==> src/rtl/pc_stack.sv <==
// pc_stack: program counter for the multi-cycle core with absolute jumps,
// condition-selectable relative branches, a call/return stack, stall and
// sticky stack error flags. PC, depth and flags are registered, so no input
// reaches an output combinationally.
//
// Control protocol: every strobe (ret_en, call_en, jmp_en, br_en) is a
// single-cycle request sampled at the rising edge; there is no ready/ack,
// a request is always consumed on the edge it is seen unless stall is high,
// in which case it is dropped. Only the highest-priority strobe acts.
module pc_stack #(
    parameter int unsigned PC_W        = 8,
    parameter int unsigned STACK_DEPTH = 4,
    parameter int unsigned START_ADDR  = 0
) (
    input  logic                   clk,
    input  logic                   reset_n,
    input  logic                   stall,
    input  logic                   br_en,
    input  logic                   br_ne,
    input  logic                   z,
    input  logic signed [PC_W-1:0] bamt,
    input  logic                   jmp_en,
    input  logic                   call_en,
    input  logic                   ret_en,
    input  logic        [PC_W-1:0] jaddr,
    output logic        [PC_W-1:0] PC,
    output logic                   stack_empty,
    output logic                   stack_full,
    output logic                   ovf_err,
    output logic                   unf_err
);

    // Depth counts 0..STACK_DEPTH inclusive; entry index only needs 0..STACK_DEPTH-1.
    localparam int unsigned DW = $clog2(STACK_DEPTH + 1);
    localparam int unsigned AW = (STACK_DEPTH > 1) ? $clog2(STACK_DEPTH) : 1;
    localparam logic [DW-1:0]   DEPTH_MAX = DW'(STACK_DEPTH);
    localparam logic [PC_W-1:0] PC_RESET  = PC_W'(START_ADDR);

    logic [PC_W-1:0] pc_q, pc_d;
    logic [DW-1:0]   depth_q, depth_d;
    logic            ovf_q, ovf_d;
    logic            unf_q, unf_d;
    logic [PC_W-1:0] stack_q [STACK_DEPTH];

    logic [PC_W-1:0] pc_inc;
    logic [PC_W-1:0] pc_br;
    logic [AW-1:0]   push_idx;
    logic [AW-1:0]   pop_idx;
    logic            push_en;
    logic            is_empty;
    logic            is_full;
    logic            br_taken;

    // Sums wrap silently modulo 2^PC_W; bamt is relative to the current PC.
    assign pc_inc   = pc_q + PC_W'(1);
    assign pc_br    = pc_q + bamt;
    assign is_empty = (depth_q == '0);
    assign is_full  = (depth_q == DEPTH_MAX);
    assign br_taken = br_en && (z != br_ne);
    // Push only happens when not full and pop only when not empty, so the
    // truncated indices are always in range when they are used.
    assign push_idx = depth_q[AW-1:0];
    assign pop_idx  = AW'(depth_q - DW'(1));

    // Next-state selection by fixed priority: stall, ret, call, jmp, branch, increment.
    always_comb begin
        pc_d    = pc_q;
        depth_d = depth_q;
        ovf_d   = ovf_q;
        unf_d   = unf_q;
        push_en = 1'b0;
        if (!stall) begin
            if (ret_en) begin
                if (!is_empty) begin
                    pc_d    = stack_q[pop_idx];
                    depth_d = depth_q - DW'(1);
                end else begin
                    pc_d  = pc_inc;
                    unf_d = 1'b1;
                end
            end else if (call_en) begin
                pc_d = jaddr;
                if (!is_full) begin
                    push_en = 1'b1;
                    depth_d = depth_q + DW'(1);
                end else begin
                    ovf_d = 1'b1;
                end
            end else if (jmp_en) begin
                pc_d = jaddr;
            end else if (br_taken) begin
                pc_d = pc_br;
            end else begin
                pc_d = pc_inc;
            end
        end
    end

    // PC, depth and sticky flags; reset takes effect immediately.
    always_ff @(posedge clk or negedge reset_n) begin
        if (!reset_n) begin
            pc_q    <= PC_RESET;
            depth_q <= '0;
            ovf_q   <= 1'b0;
            unf_q   <= 1'b0;
        end else begin
            pc_q    <= pc_d;
            depth_q <= depth_d;
            ovf_q   <= ovf_d;
            unf_q   <= unf_d;
        end
    end

    // Return-address storage; contents are not cleared by reset.
    always_ff @(posedge clk) begin
        if (push_en) begin
            stack_q[push_idx] <= pc_inc;
        end
    end

    assign PC          = pc_q;
    assign stack_empty = is_empty;
    assign stack_full  = is_full;
    assign ovf_err     = ovf_q;
    assign unf_err     = unf_q;

endmodule

==> config.mk <==
export PLATFORM = sky130hd
export DESIGN_NAME = pc_stack
export DESIGN_NICKNAME = d
export VERILOG_FILES = /design/src/rtl/pc_stack.sv
export SDC_FILE = /design/constraint.sdc
export NUM_CORES = 1
export LEC_CHECK = 0
export ABC_AREA = 1
export CAP_MARGIN = 20
export CORE_MARGIN = 2
export CORE_UTILIZATION = 57
export CTS_BUF_LIST = sky130_fd_sc_hd__clkbuf_8
export CTS_CLUSTER_DIAMETER = 100
export CTS_CLUSTER_SIZE = 30
export DETAILED_ROUTE_END_ITERATION = 8
export GPL_TIMING_DRIVEN = 1
export PLACE_DENSITY = 0.83
export SYNTH_ARGS = -nofsm -noshare
export SYNTH_HDL_FRONTEND = slang
export SYNTH_SLANG_ARGS = --single-unit
==> constraint.sdc <==
create_clock -name clk -period 2.7 [get_ports clk]
set_clock_uncertainty 0.15 [all_clocks]
set_input_delay 0.675 -clock clk [delete_from_list [all_inputs] [get_ports clk]]
set_output_delay 0.675 -clock clk [all_outputs]
set_load 0.02 [all_outputs]
==> results of run 1 <==
cell families (layout without fill, tap and decap cells):
family / Yosys count / count (layout) / share of synthesized area, %
XOR/XNOR: 7 / 7 / 2.60
AND/OR/NAND/NOR: 137 / 137 / 22.4
buffers and inverters: 47 / 94 / 6.94
AO/OA/AOI/OAI: 59 / 59 / 12.1
flip-flops: 45 / 45 / 48.5
adder cells (fa/ha/maj): 15 / 15 / 7.37
sequential cells by signal (all words and copies together), names as in the netlist:
signal   cells
ovf_err      1
depth_q      3
stack_q     32
PC           8
unf_err      1
per-stage QoR:
stage	power [mW]	instance area (µm²)	hold slack, ns	setup slack, ns	util, %
3_5_place_dp	2.84	3110	0.310	0.0771	70.5
6_report	3.24	3200	0.328	0.210	72.4
2_1_floorplan	2.27	2650	0.229	0.316	-
3_3_place_gp	2.78	3110	0.300	0.104	70.5
5_1_grt	3.49	3200	0.342	0.0847	72.4
4_1_cts	3.24	3200	0.330	0.201	72.4
area by class of cell:
type	instances	area, µm²
clock inverters	3	17.5
repair buffers	45	425
flip-flops and latches	45	1290
multi-input cells	218	1180
well taps	52	65.1
fillers	332	1220
clock buffers	5	68.8
inverters	41	154
worst paths after layout:
path	to	depth (start not counted)	slack (ns)	from
max	stack_empty	4	0.21	depth_q[1]
min	unf_err	1	0.33	unf_err
max reg2reg	PC[7]	9	0.67	depth_q[1]
min reg2reg	unf_err	1	0.33	unf_err
max in group asynchronous	depth_q[1]	1	1.38	reset_n
min in group asynchronous	PC[6]	1	0.61	reset_n
layer usage:
| layer | track usage, % | share of wire (%) |
|---|---|---|
| met5 | 0 | 0 |
| met4 | 8.18 | 1.9 |
| met3 | 3.75 | 4.4 |
| met2 | 43.5 | 51 |
| met1 | 30.8 | 43 |
worst max-delay path, cell delays in order (launching register included):
cell,delay [ns]
dfrtp_1,0.41
inv_1,0.11
ha_1,0.22
ha_1,0.27
dlygate4sd2_1,0.36
layout by cell type (no fill, tap or decap), types with 2 or more instances in the layout:
cell type	count
a21oi_1	11
buf_4	9
clkbuf_8	5
clkdlybuf4s50_1	34
clkinv_2	2
dfrtp_1	13
dlygate4sd2_1	2
edfxtp_1	32
ha_1	14
inv_1	36
inv_2	5
nand2_1	73
nand3_1	16
nand3_2	2
nor2_1	37
nor2_2	3
o211ai_1	3
o21ai_0	26
o21ai_1	8
o22ai_1	8
xnor2_1	2
xor2_1	4
power by group through the flow:
stage	Combinational, mW	Clock [mW]	Sequential, mW
floorplan	1.09	0	1.18
global placement	1.67	0	1.11
detailed placement	1.72	0	1.12
CTS	1.72	0.408	1.11
global route	1.93	0.435	1.13
finish	1.72	0.407	1.11
==> impl_metrics.csv, run 1 <==
group,metric,value,unit
status,status,"finished, final reports clean",
finish,nNetsFinal,396,
drt,vias_per_cell,5.53,
synthesis,yosysUniqueCellTypes,30,
grt,antenna_found_initial,0,
pwr,peakVddDrop,592,µV
placement,place_inst,401,
grt,grt_pass1_wl,9800,µm
placement,gp_congestion,0.818,
floorplanning,die_area,5210,µm²
synthesis,yosys.area.top_type,"edfxtp_1",
finish,diodes,0,
synthesis,yosysMostFrequentCell,"nand2_1",
pwr,p_seq_share,34.3,%
synthesis,syn_avg_cell_area,8.55,µm²
clocking,clk-insertion-delay-late,0.30,ns
timing,rsz0062_at_grt,"false",
critical_path,worstPathRequired,1.88,ns
drt,routed-via-count,2261,
placement,hpwl,4450,µm
floorplanning,die_w,72.2,µm
synthesis,synth_top_area_share,36.3,%
timing,period_share,92.2,%
timing,tightest_slew,0.624,ns
pwr,p_int,1.81,mW
synthesis,ys_top_cells_by_area,"edfxtp_1 (36%), dfrtp_1 (12%), nand2_1 (10%)",
floorplanning,die_h,72.2,µm
timing,setup_tns,0,ns
clocking,path_clk_slew,0.09,ns
clocking,cts_repair_resize_count,2,
critical_path,crit_arrival,1.66,ns
pwr,combPwrFrac,53.2,%
synthesis,syn-num-nets,350,
grt,grt_pass1_vias,2191,
timing,finalHoldViolations,0,
pwr,p_sw,1.43,mW
flow_run,cap_violations,0,
floorplanning,ios,37,
timing,period_needed,2.49,ns
synthesis,synth-seq-area-share,48.5,%
clocking,clk_path_buf_depth,2,
synthesis,async_reset_ff_share,28.9,%
timing,setup_viol,0,
clocking,cts_buffers,5,
synthesis,synth-edff-count,32,
timing,drv_slew,0,
timing,slew_headroom,58.3,%
worst_hold_path,hp-class,"reg2reg",
drt,drc,0,
synthesis,synthTopCellsByCount,"nand2_1 (73), nor2_1 (37), inv_1 (36), edfxtp_1 (32), o21ai_0 (26)",
pwr,power_density,1010,nW/µm²
critical_path,cp-start-kind,"flip-flop",
drt,wl_per_cell,14.3,µm
critical_path,criticalPathCategory,"reg2out",
clocking,htree_num_levels,2,
finish,drive_gt1_share,9.24,%
clocking,cts-hold-fix-buffers,0,
critical_path,cp_max_fo,3,
synthesis,synthCells,310,
timing,timing.fmax,402,MHz
drt,drtPass1Iterations,4,
drt,drtIter0Drc,163,
synthesis,ys_ff_latch,45,
clocking,clkSinkCount,45,
synthesis,syn_area,2650,µm²
grt,grt_overflow_total,0,
clocking,postCtsSetupBuffers,0,
grt,track_usage,24.6,%
pwr,sw_frac_of_total,44.1,%
critical_path,endpoint_kind,"output pin",
pwr,p_leak,1.41,nW
drt,ant_nets,0,
grt,grt_max_degree,20,
finish,stdcell_count,409,
placement,io_buffers,36,
clocking,cts_tree,"built",
floorplanning,core_area,4410,µm²
floorplanning,rows,24,
pwr,clockPowerShare,12.6,%
synthesis,synth_warnings,0,
synthesis,synth_ff_type,"edfxtp_1",
floorplanning,initial_utilization,60.0,%
drt,wl,5850,µm
finish,area_growth,20.6,%
clocking,root_buffer,"clkbuf_8",
(Power assumes the default switching activity.)
==> inputs of run 2 (changes only) <==
--- a/config.mk
+++ b/config.mk
@@ -14,7 +14,9 @@
 export CTS_CLUSTER_SIZE = 30
 export DETAILED_ROUTE_END_ITERATION = 8
 export GPL_TIMING_DRIVEN = 1
+export MAX_ROUTING_LAYER = met4
 export PLACE_DENSITY = 0.83
+export RECOVER_POWER = 50
 export SYNTH_ARGS = -nofsm -noshare
 export SYNTH_HDL_FRONTEND = slang
 export SYNTH_SLANG_ARGS = --single-unit
==> run 2 against run 1 <==
Against the previous run: clock-buffer cell count stayed put; sequential share of layout area rose by 0.29 points; final cell count stayed put; worst hold slack got worse by 0.0039 ns; combinational power about the same; first-iteration DRC count decreased by 21%; utilization shrank 0.51 points; critical path depth did not move; sequential cell count did not move; critical path type unchanged; largest power group unchanged.
==> impl_metrics.csv, run 2 (synthesized netlist as in run 1, its figures left out) <==
group,metric,value,unit
pwr,p_leak,1.41,nW
floorplanning,die_area,5210,µm²
critical_path,path_cells,"inv_1, ha_1, ha_1, dlygate4sd2_1",
grt,grt_pass1_vias,2194,
worst_hold_path,hp-class,"reg2reg",
timing,finalHoldViolations,0,
timing,drv_slew,0,
grt,gr-usage-met1,31.0,%
drt,drtIter0Drc,129,
critical_path,cp-start-kind,"flip-flop",
drt,vias_per_cell,5.49,
drt,ant_nets,0,
clocking,cts-hold-fix-buffers,0,
placement,io_buffers,36,
finish,nNetsFinal,396,
timing,period_needed,2.47,ns
drt,wl,5800,µm
finish,diodes,0,
grt,grt_max_degree,20,
timing,tightest_slew,0.622,ns
flow_run,cap_violations,0,
critical_path,cp_max_fo,3,
floorplanning,ios,37,
clocking,cts_tree,"built",
critical_path,cpPeakStageDelay,0.41,ns
timing,slew_headroom,58.4,%
critical_path,r2r_start,"depth_q[1]",
floorplanning,initial_utilization,60.0,%
grt,met2_usage,43.3,%
finish,final_cell_mix,"nand2_1 (74), nor2_1 (38), inv_1 (37)",
clocking,root_buffer,"clkbuf_8",
finish,largest_reg_flops,32,
floorplanning,core_area,4410,µm²
status,status,"finished, final reports clean",
critical_path,crit_top_cell,"ha_1",
worst_hold_path,hold_path_startpoint,"unf_err",
grt,antenna_found_initial,0,
clocking,clkSinkCount,45,
drt,routed-via-count,2247,
pwr,peakVddDrop,588,µV
drt,drtPass1Iterations,4,
finish,regMostFlops,"stack_q",
clocking,cts_buffers,5,
critical_path,worstPathRequired,1.88,ns
finish,area_growth,19.8,%
floorplanning,die_w,72.2,µm
drt,wl_per_cell,14.2,µm
placement,hpwl,4450,µm
pwr,power_density,1010,nW/µm²
timing,setup_tns,0,ns
critical_path,slowest_stage,"dfrtp_1",
grt,grt-busiest-layer,"met2",
grt,grt_pass1_wl,9790,µm
timing,setup_viol,0,
finish,layout_commonest_cell,"nand2_1",
critical_path,crit_arrival,1.64,ns
grt,grt_overflow_total,0,
clocking,postCtsSetupBuffers,0,
floorplanning,die_h,72.2,µm
drt,drc,0,
floorplanning,rows,24,
grt,track_usage,25.3,%
clocking,clk_path_buf_depth,2,
timing,period_share,91.5,%
timing,rsz0062_at_grt,"false",
critical_path,criticalPathCategory,"reg2out",
critical_path,startpoint,"depth_q[1]",
timing,hold_ws,0.324,ns
finish,nFillCells,338,
clocking,htree_num_levels,2,
clocking,path_clk_slew,0.09,ns
timing,timing.fmax,405,MHz
critical_path,endpoint_kind,"output pin",
placement,gp_congestion,0.830,
finish,drive_gt1_share,7.56,%
clocking,clk-insertion-delay-late,0.30,ns
grt,use_met3,3.61,%
-- run 2: changes by cell type in the layout (fill, tap and decap cells not counted), moves of 2 or more --
cell,delta
nand3_2,-2
dlygate4sd3_1,+3
clkdlybuf4s50_1,-3
nand3_1,+2
-- run 2: where the power goes --
group	switching [mW]	internal (mW)
Combinational	1.05	0.650
Sequential	0.133	0.969
Clock	0.224	0.179
-- run 2: final timing paths --
kind                               end  slack, ns  depth (start not counted)
max                        stack_empty       0.23                          4
min                            unf_err       0.32                          1
max reg2reg                      PC[7]       0.66                          9
min reg2reg                    unf_err       0.32                          1
max in group asynchronous   depth_q[1]       1.32                          1
min in group asynchronous        PC[6]       0.68                          1
-- run 2: layout make-up --
class                   instances  area, µm²  area share [%]
well taps                      52       65.1            2.05
repair buffers                 45        425            13.4
flip-flops and latches         45       1290            40.5
clock inverters                 3       17.5           0.552
clock buffers                   5       68.8            2.17
multi-input cells             218       1160            36.5
inverters                      41        154            4.85
-- run 2: per-layer routing --
metal | part of all wire, % | routed length (µm)
met5 | 0 | 0
met4 | 1.6 | 93
met2 | 51 | 2970
met1 | 43 | 2510
met3 | 4.0 | 230
-- run 2: stage by stage --
step | cell area [µm²] | power, mW | util (%) | setup slack (ns) | cells
2_1_floorplan | 2650 | 2.27 | - | 0.316 | 310
3_3_place_gp | 3110 | 2.78 | 70.5 | 0.104 | 401
3_5_place_dp | 3110 | 2.84 | 70.5 | 0.0771 | 401
4_1_cts | 3200 | 3.24 | 72.4 | 0.201 | 409
5_1_grt | 3170 | 3.47 | 71.9 | 0.103 | 409
6_report | 3170 | 3.21 | 71.9 | 0.230 | 409
-- run 2: what timing repair did --
item / CTS / global route
endpoints found under the hold margin: 0 / 0
gates resized for setup: 2 / 0
endpoints found under the setup margin: 2 / 0
-- run 2: critical path, delay by kind of cell, from the launching register on --
kind       cells  cell delay [ns]
fa+ha+maj      2             0.48
buf+inv        2             0.47
flops          1             0.41
